--- config.mk ---
export PLATFORM = sky130hd
export DESIGN_NAME = uart_receiver
export DESIGN_NICKNAME = d
export VERILOG_FILES = /design/src/rtl/uart_receiver.sv
export SDC_FILE = /design/constraint.sdc
export NUM_CORES = 1
export LEC_CHECK = 0
export BUFFER_PORTS_ARGS = -buffer_cell sky130_fd_sc_hd__buf_2
export CAP_MARGIN = 20
export CORE_UTILIZATION = 60
export DETAILED_ROUTE_END_ITERATION = 6
export GPL_TIMING_DRIVEN = 0
export PLACE_DENSITY = 0.82
export SETUP_SLACK_MARGIN = 0.5
export SYNTH_ARGS = -nofsm -noshare
export SYNTH_HDL_FRONTEND = slang
export SYNTH_SLANG_ARGS = --single-unit
--- constraint.sdc ---
create_clock -name sys_clk -period 2.5 [get_ports sys_clk]
set_input_delay 0.25 -clock sys_clk [delete_from_list [all_inputs] [get_ports sys_clk]]
set_output_delay 0.25 -clock sys_clk [all_outputs]
set_load 0.02 [all_outputs]
--- src/rtl/uart_receiver.sv ---
// UART receive stage: 8N1, LSB first, idle-high, sampled on an oversampling tick.
// Delivers each correctly framed byte with a one-cycle valid pulse and flags bad stop bits.
module uart_receiver #(
  parameter int unsigned OVERSAMPLE  = 16,
  parameter int unsigned SYNC_STAGES = 2
) (
  input  logic       sys_clk,
  input  logic       rst,
  input  logic       rx_clk_en,
  input  logic       uart_rx,
  output logic [7:0] rx_data,
  output logic       rx_valid,
  output logic       rx_frame_err,
  output logic       rx_busy
);

  localparam int unsigned TW = $clog2(OVERSAMPLE);
  localparam logic [TW-1:0] HALF_LAST = TW'(OVERSAMPLE / 2 - 1);
  localparam logic [TW-1:0] FULL_LAST = TW'(OVERSAMPLE - 1);
  localparam logic [TW-1:0] TICK_ONE  = TW'(1);

  localparam logic [1:0] S_IDLE  = 2'd0;
  localparam logic [1:0] S_START = 2'd1;
  localparam logic [1:0] S_DATA  = 2'd2;
  localparam logic [1:0] S_STOP  = 2'd3;

  logic [SYNC_STAGES-1:0] sync_q;
  logic                   rx_s;
  logic [1:0]             state;
  logic [TW-1:0]          tick_cnt;
  logic [2:0]             bit_cnt;
  logic [7:0]             shift_q;

  assign rx_s    = sync_q[SYNC_STAGES-1];
  assign rx_busy = (state != S_IDLE);

  // Synchronizer runs every cycle; only the framing logic waits for rx_clk_en.
  always_ff @(posedge sys_clk) begin
    if (rst) begin
      sync_q <= '1;
    end else begin
      sync_q <= {sync_q[SYNC_STAGES-2:0], uart_rx};
    end
  end

  // Pulses clear on the very next cycle even without a tick, so they stay one sys_clk wide.
  always_ff @(posedge sys_clk) begin
    if (rst) begin
      state        <= S_IDLE;
      tick_cnt     <= '0;
      bit_cnt      <= '0;
      shift_q      <= '0;
      rx_data      <= '0;
      rx_valid     <= 1'b0;
      rx_frame_err <= 1'b0;
    end else begin
      rx_valid     <= 1'b0;
      rx_frame_err <= 1'b0;
      if (rx_clk_en) begin
        case (state)
          S_IDLE: begin
            if (!rx_s) begin
              tick_cnt <= '0;
              state    <= S_START;
            end
          end
          S_START: begin
            if (tick_cnt == HALF_LAST) begin
              if (rx_s) begin
                state <= S_IDLE;
              end else begin
                tick_cnt <= '0;
                bit_cnt  <= '0;
                state    <= S_DATA;
              end
            end else begin
              tick_cnt <= tick_cnt + TICK_ONE;
            end
          end
          S_DATA: begin
            if (tick_cnt == FULL_LAST) begin
              shift_q  <= {rx_s, shift_q[7:1]};
              tick_cnt <= '0;
              if (bit_cnt == 3'd7) begin
                state <= S_STOP;
              end else begin
                bit_cnt <= bit_cnt + 3'd1;
              end
            end else begin
              tick_cnt <= tick_cnt + TICK_ONE;
            end
          end
          S_STOP: begin
            // Return to IDLE mid stop bit so a start bit right after it is caught.
            if (tick_cnt == FULL_LAST) begin
              if (rx_s) begin
                rx_data  <= shift_q;
                rx_valid <= 1'b1;
              end else begin
                rx_frame_err <= 1'b1;
              end
              tick_cnt <= '0;
              state    <= S_IDLE;
            end else begin
              tick_cnt <= tick_cnt + TICK_ONE;
            end
          end
          default: begin
            tick_cnt <= '0;
            state    <= S_IDLE;
          end
        endcase
      end
    end
  end

endmodule

==> results.yml, run 1 <==
status:
  status: "complete, no violations"
floorplan:
  fp.dieArea_sq_um: 2410
  start_util: 0.658
  ios: 15
  die_w_um: 49.1
  dieHeight_um: 49.1
  core_sq_um: 2020
  fp-row-count: 16
sta:
  fin_crit_sh: 0.666
  hold_violations: 0
  finalSetupTns_ns: 0
  setup_viol: 0
  hold_slack_ns: 0.100
  timing.slew.headroom: 0.662
  fmax_mhz: 600
  fin_skew_ns: 0.00612
  max_slew.worst_pin.slew_ns: 0.507
  rsz0062_at_grt: "false"
  fin_crit_ns: 1.67
  slew_viol_final: 0
logic_synthesis:
  synth_area_sq_um: 1330
  ys_seq_area_frac: 0.436
  avgSynthCellArea_sq_um: 9.00
  ys_warn_count: 0
  synth_nets: 155
  ys_types: 36
  synth_seq_cells: 29
  syn_inst: 148
global_route:
  grt_pass1_vias: 1049
  grt_max_degree: 11
  grt_usage: 0.264
  overflow: 0
  antenna_found_initial: 0
  grt_pass1_wl_mm: 4.69
pwr:
  powerDensity_nw_per_um2: 591
  leakagePower_nw: 0.567
  vdd_drop_max_mv: 0.445
setup_path:
  critPathRequiredTime_ns: 2.69
  worstPathCellList: "ha_1 > nand4_4 > o31a_1 > o21ai_0 > a21oi_1"
  worstSetupPathType: "reg2reg"
  reg2reg_depth: 5
  crit_path_max_fanout: 8
  max_stage_delay_ns: 0.39
  critPathLaunchType: "flop"
  crit_buf_inv: 0
  crit_cells: 5
  arrival_ns: 1.86
  crit_path_end_kind: "flop"
  critical-path-top-delay-family: "compound AO/OA/AOI/OAI gates"
  cpMaxStageDelayCell: "dfxtp_1"
clock_network:
  insertion_delay_ns: 0.33
  clkTransAtPathRegs_ns: 0.08
  cts-root-buf: "clkbuf_4"
  cts_max_level: 2
  cts-buffers-inserted: 5
  hold_buffers: 0
  cts_buffer_depth: 2
  cts_tree: "done"
  cts_setup_buffers: 0
  cts.sink_count: 29
  ctsResizeCount: 0
hold_path:
  min_path_cells: 2
  hp-class: "in2reg"
drt:
  route.met2.wl_mm: 1.23
  wl_met3_um: 165
  met1_length_mm: 1.19
  firstDrtPassIters: 4
  drtAntennaViolNets: 0
  routed.top_layer: "met4"
  drc: 0
  drt-total-wl_mm: 2.63
  routedWlPerCell_um: 13.4
  num_vias: 1116
  drt_iter0_drc: 25
  via_per_inst: 5.69
placement:
  io_buffers: 13
  routabilityCongestion: 0.863
  dpl_cell_area_sq_um: 1430
  hpwl_mm: 1.92
finish:
  nets: 175
  finish.utilization: 0.749
  stdcell_area_sq_um: 1520
  diodes: 0
  drive_above_1_share: 0.219
  area_growth_pct: 13.8
flow_run:
  max_cap_violations: 0
## metal layers
layer,track usage,up-vias
met1,0.337,511
met2,0.388,38
li1,-,560
met3,0.0935,7
met4,0.137,0
met5,0,-
## cell families after synthesis
family	Yosys count	share of synthesized area
xor gates and xnor gates	1	0.00658
adders and majority gates	3	0.0282
buffers and inverters	13	0.0517
muxes	8	0.0602
and+or+nand+nor	53	0.235
AOI/OAI and AO/OA	41	0.182
DFF	29	0.436
## final cells by class
type | instances | area [sq um]
multi-input combinational | 106 | 682
buffer | 9 | 53.8
clock buffer | 7 | 55.1
tap | 27 | 33.8
sequential | 29 | 581
fill | 168 | 507
clock inverter | 1 | 30.0
timing repair buffer | 13 | 65.1
inverter | 4 | 15.0
## path summary, 6_finish.rpt
path | endpoint | startpoint | slack [ns]
worst max-delay path | bit_cnt[2] | tick_cnt[0] | 0.83
worst min-delay path | sync_q[0] | uart_rx | 0.10
worst max register to register | bit_cnt[2] | tick_cnt[0] | 0.83
worst min register to register | sync_q[1] | sync_q[0] | 0.42
## stage by stage
stage,total power [mW],setup slack (ns),std cells
final,0.895,0.835,196
after global routing,0.928,0.717,196
after CTS,0.900,0.841,196
after detailed placement,0.506,0.875,188
after global placement,0.505,0.938,188
after floorplan,0.498,1.08,148
## where the power goes
part	internal [mW]	total (mW)	switching, mW
Combinational	0.0101	0.0292	0.0190
Sequential	0.464	0.466	0.00224
Clock	0.239	0.400	0.161
## synth_stat cells
cell type	number	area, sq um
o31a_1	1	8.76
a31oi_1	3	18.8
dfxtp_1	29	581
or2_2	3	18.8
o2bb2ai_1	1	8.76
nor2_1	15	56.3
clkbuf_2	1	5.00
or2b_1	1	7.51
xnor2_1	1	8.76
o21a_1	1	7.51
clkbuf_1	3	11.3
o21ai_0	14	70.1
nand2_1	13	48.8
a211oi_2	2	25.0
o32ai_1	1	8.76
nor2b_1	1	6.26
nand4bb_1	1	11.3
ha_1	3	37.5
nand4_4	1	21.3
mux2i_1	8	80.1
buf_2	3	15.0
buf_6	2	22.5
nor2_4	2	22.5
nor3_4	2	32.5
nand3_1	4	20.0
and3b_4	1	12.5
o22ai_1	1	6.26
inv_1	4	15.0
a21oi_1	15	75.1
and3_1	1	6.26
nand2b_1	4	25.0
o21ai_1	1	5.00
and2_0	1	6.26
nand3b_1	1	7.51
a311oi_1	1	8.76
nor3_1	2	10.0
## registers in the layout (all words and copies together), names as in the netlist, named ones only
register      cells
rx_valid          1
rx_frame_err      1
shift_q           8
tick_cnt          4
state             1
rx_data           8
sync_q            2
bit_cnt           3
## cell usage in the layout, fill, tap and decap left out, types with 2 or more instances in the layout
cell / count
a21oi_1: 15
buf_2: 16
nand3_1: 4
nor2_4: 2
nor3_1: 2
dfxtp_1: 29
nand2b_1: 4
nor3_4: 2
nand2_1: 13
a31oi_1: 3
inv_1: 4
mux2i_1: 8
clkbuf_4: 5
o21ai_0: 14
a211oi_2: 2
nor2_1: 15
or2_2: 3
ha_1: 3
buf_6: 2
clkbuf_1: 4
(Power assumes the default switching activity.)
==> run 2: changes to the inputs <==
--- a/config.mk
+++ b/config.mk
@@ -7,10 +7,10 @@
 export LEC_CHECK = 0
 export BUFFER_PORTS_ARGS = -buffer_cell sky130_fd_sc_hd__buf_2
 export CAP_MARGIN = 20
-export CORE_UTILIZATION = 60
+export CORE_UTILIZATION = 51
 export DETAILED_ROUTE_END_ITERATION = 6
 export GPL_TIMING_DRIVEN = 0
-export PLACE_DENSITY = 0.82
+export PLACE_DENSITY = 0.75
 export SETUP_SLACK_MARGIN = 0.5
 export SYNTH_ARGS = -nofsm -noshare
 export SYNTH_HDL_FRONTEND = slang
==> constraint.sdc (replaced) <==
create_clock -name sys_clk -period 1.5 [get_ports sys_clk]
set_input_delay 0.15 -clock sys_clk [delete_from_list [all_inputs] [get_ports sys_clk]]
set_output_delay 0.15 -clock sys_clk [all_outputs]
set_load 0.02 [all_outputs]
==> results.yml, run 2 (synthesis results as in run 1) <==
clock_network:
  cts-root-buf: "clkbuf_4"
  cts_max_level: 2
  cts.sink_count: 29
  insertion_delay_ns: 0.34
  cts_buffer_depth: 2
  cts_tree: "done"
  cts-buffers-inserted: 5
  clkTransAtPathRegs_ns: 0.09
pwr:
  p_int_mw: 1.20
  swShare: 0.214
  total_power_mw: 1.53
  leakagePower_nw: 0.679
  p_switching_mw: 0.327
  powerDensity_nw_per_um2: 812
  comb_power_share: 0.051
  vdd_drop_max_mv: 0.711
  power_frac_seq: 0.508
  p_clk_frac: 0.441
finish:
  nets: 193
  reg_top3: "rx_data (8), shift_q (8), tick_cnt (4)"
  fillCellCount: 154
  area_growth_pct: 41.5
  drive_above_1_share: 0.471
  mostFrequentLayoutCells: "buf_4 (20), dfxtp_1 (16), nor2_1 (13)"
  fin_cells: 217
  layout_commonest_cell: "buf_4"
  stdcell_area_sq_um: 1880
  diodes: 0
hold_path:
  hold_end: "rx_frame_err"
  hp-class: "in2reg"
  min_path_cells: 3
  min_from: "rst"
setup_path:
  rr_startpoint: "bit_cnt[0]"
  reg2reg_setup_slack_ns: 0.15
  reg2reg_depth: 5
  cp_common_cell: "ha_4"
  crit_path_max_fanout: 3
  reg2reg_to: "bit_cnt[1]"
  max_stage_delay_ns: 0.35
  critPathRequiredTime_ns: 1.71
  worstSetupPathType: "reg2reg"
  cpMaxStageDelayCell: "dfxtp_2"
  arrival_ns: 1.56
  worstPathCellList: "ha_4 > ha_4 > o31a_1 > o21ai_1 > a21oi_1"
  critPathLaunchType: "flop"
  crit_path_end_kind: "flop"
floorplan:
  core_sq_um: 2480
  die_w_um: 53.1
  dieHeight_um: 53.1
  start_util: 0.537
  fp.dieArea_sq_um: 2820
  fp-row-count: 18
  ios: 15
sta:
  fin_skew_ns: 0.00547
  timing.slew.headroom: 0.631
  fin_crit_sh: 0.903
  fin_ws_ns: 0.146
  fin_crit_ns: 1.35
  hold_violations: 0
  max_slew.worst_pin.slew_ns: 0.554
  fmax_mhz: 738
  setup_viol: 0
  rsz0062_at_grt: "true"
  slew_viol_final: 0
  finalSetupTns_ns: 0
drt:
  drtAntennaViolNets: 0
  drt-total-wl_mm: 3.41
  drt_iter0_drc: 52
  via_per_inst: 5.76
  drc: 0
  num_vias: 1251
  firstDrtPassIters: 4
  routedWlPerCell_um: 15.7
placement:
  hpwl_mm: 1.78
  routabilityCongestion: 0.848
  dp_slack_ns: 0.0972
  io_buffers: 13
  dpl_cell_area_sq_um: 1470
  dpl.cell_count: 191
flow_run:
  max_cap_violations: 0
global_route:
  overflow: 0
  grt_pass1_wl_mm: 5.15
  antenna_found_initial: 0
  grt_pass1_vias: 1117
  grt_usage: 0.261
  grt_max_degree: 11
status:
  status: "complete, no violations"
==> run 2: cell count changes in the layout (fill, tap and decap cells not counted), moves of 3 or more <==
| cell | before | now |
|---|---|---|
| o21ai_1 | 1 | 5 |
| dfxtp_1 | 29 | 16 |
| a21oi_1 | 15 | 12 |
| a21oi_2 | 0 | 3 |
| buf_6 | 2 | 9 |
| dfxtp_2 | 0 | 12 |
| o21ai_0 | 14 | 8 |
| ha_4 | 0 | 3 |
| buf_4 | 0 | 20 |
| buf_2 | 16 | 6 |
| ha_1 | 3 | 0 |
==> run 2: area by class of cell <==
class | instances | area [sq um] | share of cell area
clock buffer | 7 | 55.1 | 0.0292
inverter | 4 | 18.8 | 0.00996
timing repair buffer | 31 | 258 | 0.137
tap | 30 | 37.5 | 0.0199
sequential | 29 | 599 | 0.318
multi-input combinational | 106 | 821 | 0.436
clock inverter | 1 | 30.0 | 0.0159
buffer | 9 | 65.1 | 0.0345
==> run 2: worst max-delay path by stage <==
stage | startpoint | end | slack, ns | cells past startpoint
after global routing | tick_cnt[0] | tick_cnt[2] | 0.07 | 6
after CTS | bit_cnt[0] | bit_cnt[1] | 0.17 | 5
after global placement | tick_cnt[0] | bit_cnt[0] | 0.14 | 5
after detailed placement | tick_cnt[0] | shift_q[1] | 0.1 | 5
after floorplan | tick_cnt[0] | bit_cnt[0] | 0.22 | 5
final | bit_cnt[0] | bit_cnt[1] | 0.15 | 5
==> run 2: timing repair <==
item,in CTS,in global routing
setup endpoints to repair,28,36
hold endpoints to repair,1,0
pin swaps,21,8
gates cloned,1,0
gates resized for setup,27,27
hold buffers,1,0
setup buffers,15,1
==> run 2: critical path: cells and delay by family (launching register included) <==
kind | cells | cell delay (ns)
AOI/OAI and AO/OA | 3 | 0.54
adders and majority gates | 2 | 0.33
DFF | 1 | 0.35
==> run 2: power groups by stage <==
stage	combinational, mW	sequential, mW	clock [mW]
4_1_cts	0.0707	0.777	0.676
5_1_grt	0.0824	0.778	0.719
3_3_place_gp	0.0506	0.796	0
2_1_floorplan	0.0393	0.795	0
3_5_place_dp	0.0523	0.796	0
6_report	0.0781	0.777	0.675
==> run 2: metrics by stage <==
step,hold WS [ns],util
final,0.173,0.761
after global placement,0.335,0.593
after global routing,0.183,0.761
after CTS,0.156,0.728
after floorplan,0.254,-
after detailed placement,0.335,0.593
==> run 2: routing by layer <==
layer,GRT usage,vias to the layer above,part of all wire
met1,0.319,594,0.45
met3,0.0891,8,0.055
met5,0,-,0
met2,0.407,59,0.48
met4,0.118,0,0.016
li1,-,590,-
==> run 3: changes to the inputs <==
--- a/config.mk
+++ b/config.mk
@@ -5,7 +5,7 @@
 export SDC_FILE = /design/constraint.sdc
 export NUM_CORES = 1
 export LEC_CHECK = 0
-export BUFFER_PORTS_ARGS = -buffer_cell sky130_fd_sc_hd__buf_2
+export BUFFER_PORTS_ARGS = -buffer_cell sky130_fd_sc_hd__buf_4
 export CAP_MARGIN = 20
 export CORE_UTILIZATION = 51
 export DETAILED_ROUTE_END_ITERATION = 6
==> results.yml, run 3 (synthesis results as in run 1) <==
pwr:
  powerDensity_nw_per_um2: 719
  leakagePower_nw: 0.666
  total_power_mw: 1.30
  vdd_drop_max_mv: 0.673
floorplan:
  die_w_um: 53.1
  fp.dieArea_sq_um: 2820
  ios: 15
  dieHeight_um: 53.1
  fp-row-count: 18
  core_sq_um: 2480
  start_util: 0.537
drt:
  drc: 0
  drtAntennaViolNets: 0
  met1_length_mm: 1.42
  routedWlPerCell_um: 14.1
  drt-total-wl_mm: 3.06
  route.met2.wl_mm: 1.31
  wl_met3_um: 234
  via_per_inst: 5.60
  firstDrtPassIters: 4
  num_vias: 1216
  routed.top_layer: "met4"
  drt_iter0_drc: 39
global_route:
  grt_usage: 0.254
  grt_pass1_vias: 1072
  overflow: 0
  grt_max_degree: 11
  antenna_found_initial: 0
  grt_pass1_wl_mm: 4.95
sta:
  timing.slew.headroom: 0.642
  hold_violations: 0
  fin_skew_ns: 0.00657
  fin_crit_sh: 0.900
  finalSetupTns_ns: 0
  max_slew.worst_pin.slew_ns: 0.537
  setup_viol: 0
  slew_viol_final: 0
  fmax_mhz: 741
  rsz0062_at_grt: "true"
  fin_crit_ns: 1.35
setup_path:
  worstPathCellList: "ha_4 > nand4_4 > nor2_4 > buf_12 > mux2i_1 > nor2_1"
  critPathRequiredTime_ns: 1.70
  reg2reg_depth: 6
  worstSetupPathType: "reg2reg"
  crit_buf_inv: 1
  reg2reg_setup_slack_ns: 0.15
  critical-path-top-delay-family: "flip-flops"
  crit_cells: 6
  crit_path_max_fanout: 8
  max_stage_delay_ns: 0.37
  cpMaxStageDelayCell: "dfxtp_4"
  critPathLaunchType: "flop"
  crit_path_end_kind: "flop"
  arrival_ns: 1.55
finish:
  diodes: 0
  reg_top3: "rx_data (8), shift_q (8), tick_cnt (4)"
  nets: 193
  drive_above_1_share: 0.428
  layout_commonest_cell: "buf_4"
  area_growth_pct: 36.2
  mostFrequentLayoutCells: "buf_4 (25), dfxtp_1 (16), nor2_1 (15)"
clock_network:
  cts_max_level: 2
  insertion_delay_ns: 0.33
  clkTransAtPathRegs_ns: 0.09
  cts_tree: "done"
  cts_buffer_depth: 2
  cts-root-buf: "clkbuf_4"
  cts.sink_count: 29
  cts-buffers-inserted: 5
hold_path:
  hp-class: "in2reg"
  min_path_cells: 3
placement:
  hpwl_mm: 1.86
  io_buffers: 13
  routabilityCongestion: 0.848
flow_run:
  max_cap_violations: 0
status:
  status: "complete, no violations"
[run 3: path summary, 6_finish.rpt]
kind               startpoint         end
hold / removal            rst    rx_valid
setup / recovery  tick_cnt[0]  shift_q[1]
hold reg to reg     sync_q[0]   sync_q[1]
setup reg to reg  tick_cnt[0]  shift_q[1]
[run 3: report_power, final]
group	switching (mW)	internal, mW
clock	0.273	0.178
sequential	0.00541	0.772
combinational	0.0410	0.0334
total	0.320	0.984
[run 3: layer usage]
metal,up-vias,global-route usage
met5,-,0
met4,0,0.140
met3,15,0.0977
met2,53,0.359
met1,559,0.325
li1,589,-
[run 3: per-stage QoR]
step,setup WS (ns),std cells,cell area (sq um),hold WS (ns),utilization
CTS,0.163,216,1790,0.144,0.721
detailed placement,0.107,191,1500,0.342,0.607
global placement,0.130,191,1500,0.339,0.607
floorplan,0.223,148,1370,0.254,-
finish,0.150,217,1810,0.165,0.732
global route,0.0679,217,1810,0.165,0.732
[run 3: worst min-delay path: stages]
cell	delay, ns
buf_4	0.08
nand2b_1	0.17
nor3_2	0.05
[run 3: area by class of cell]
| cell class | count | area, sq um |
|---|---|---|
| fill | 177 | 664 |
| clock buffer | 6 | 41.3 |
| sequential | 29 | 599 |
| inverter | 4 | 15.0 |
| buffer | 9 | 65.1 |
| timing repair buffer | 31 | 274 |
| multi-input combinational | 106 | 771 |
| clock inverter | 2 | 10.0 |
| tap | 30 | 37.5 |
[run 3: timing repair]
| action | CTS | global route |
|---|---|---|
| hold endpoints to repair | 1 | 0 |
| setup buffers | 16 | 1 |
| pin swaps | 23 | 9 |
| hold buffers | 1 | 0 |
| resized for setup | 24 | 10 |
| setup endpoints to repair | 28 | 33 |
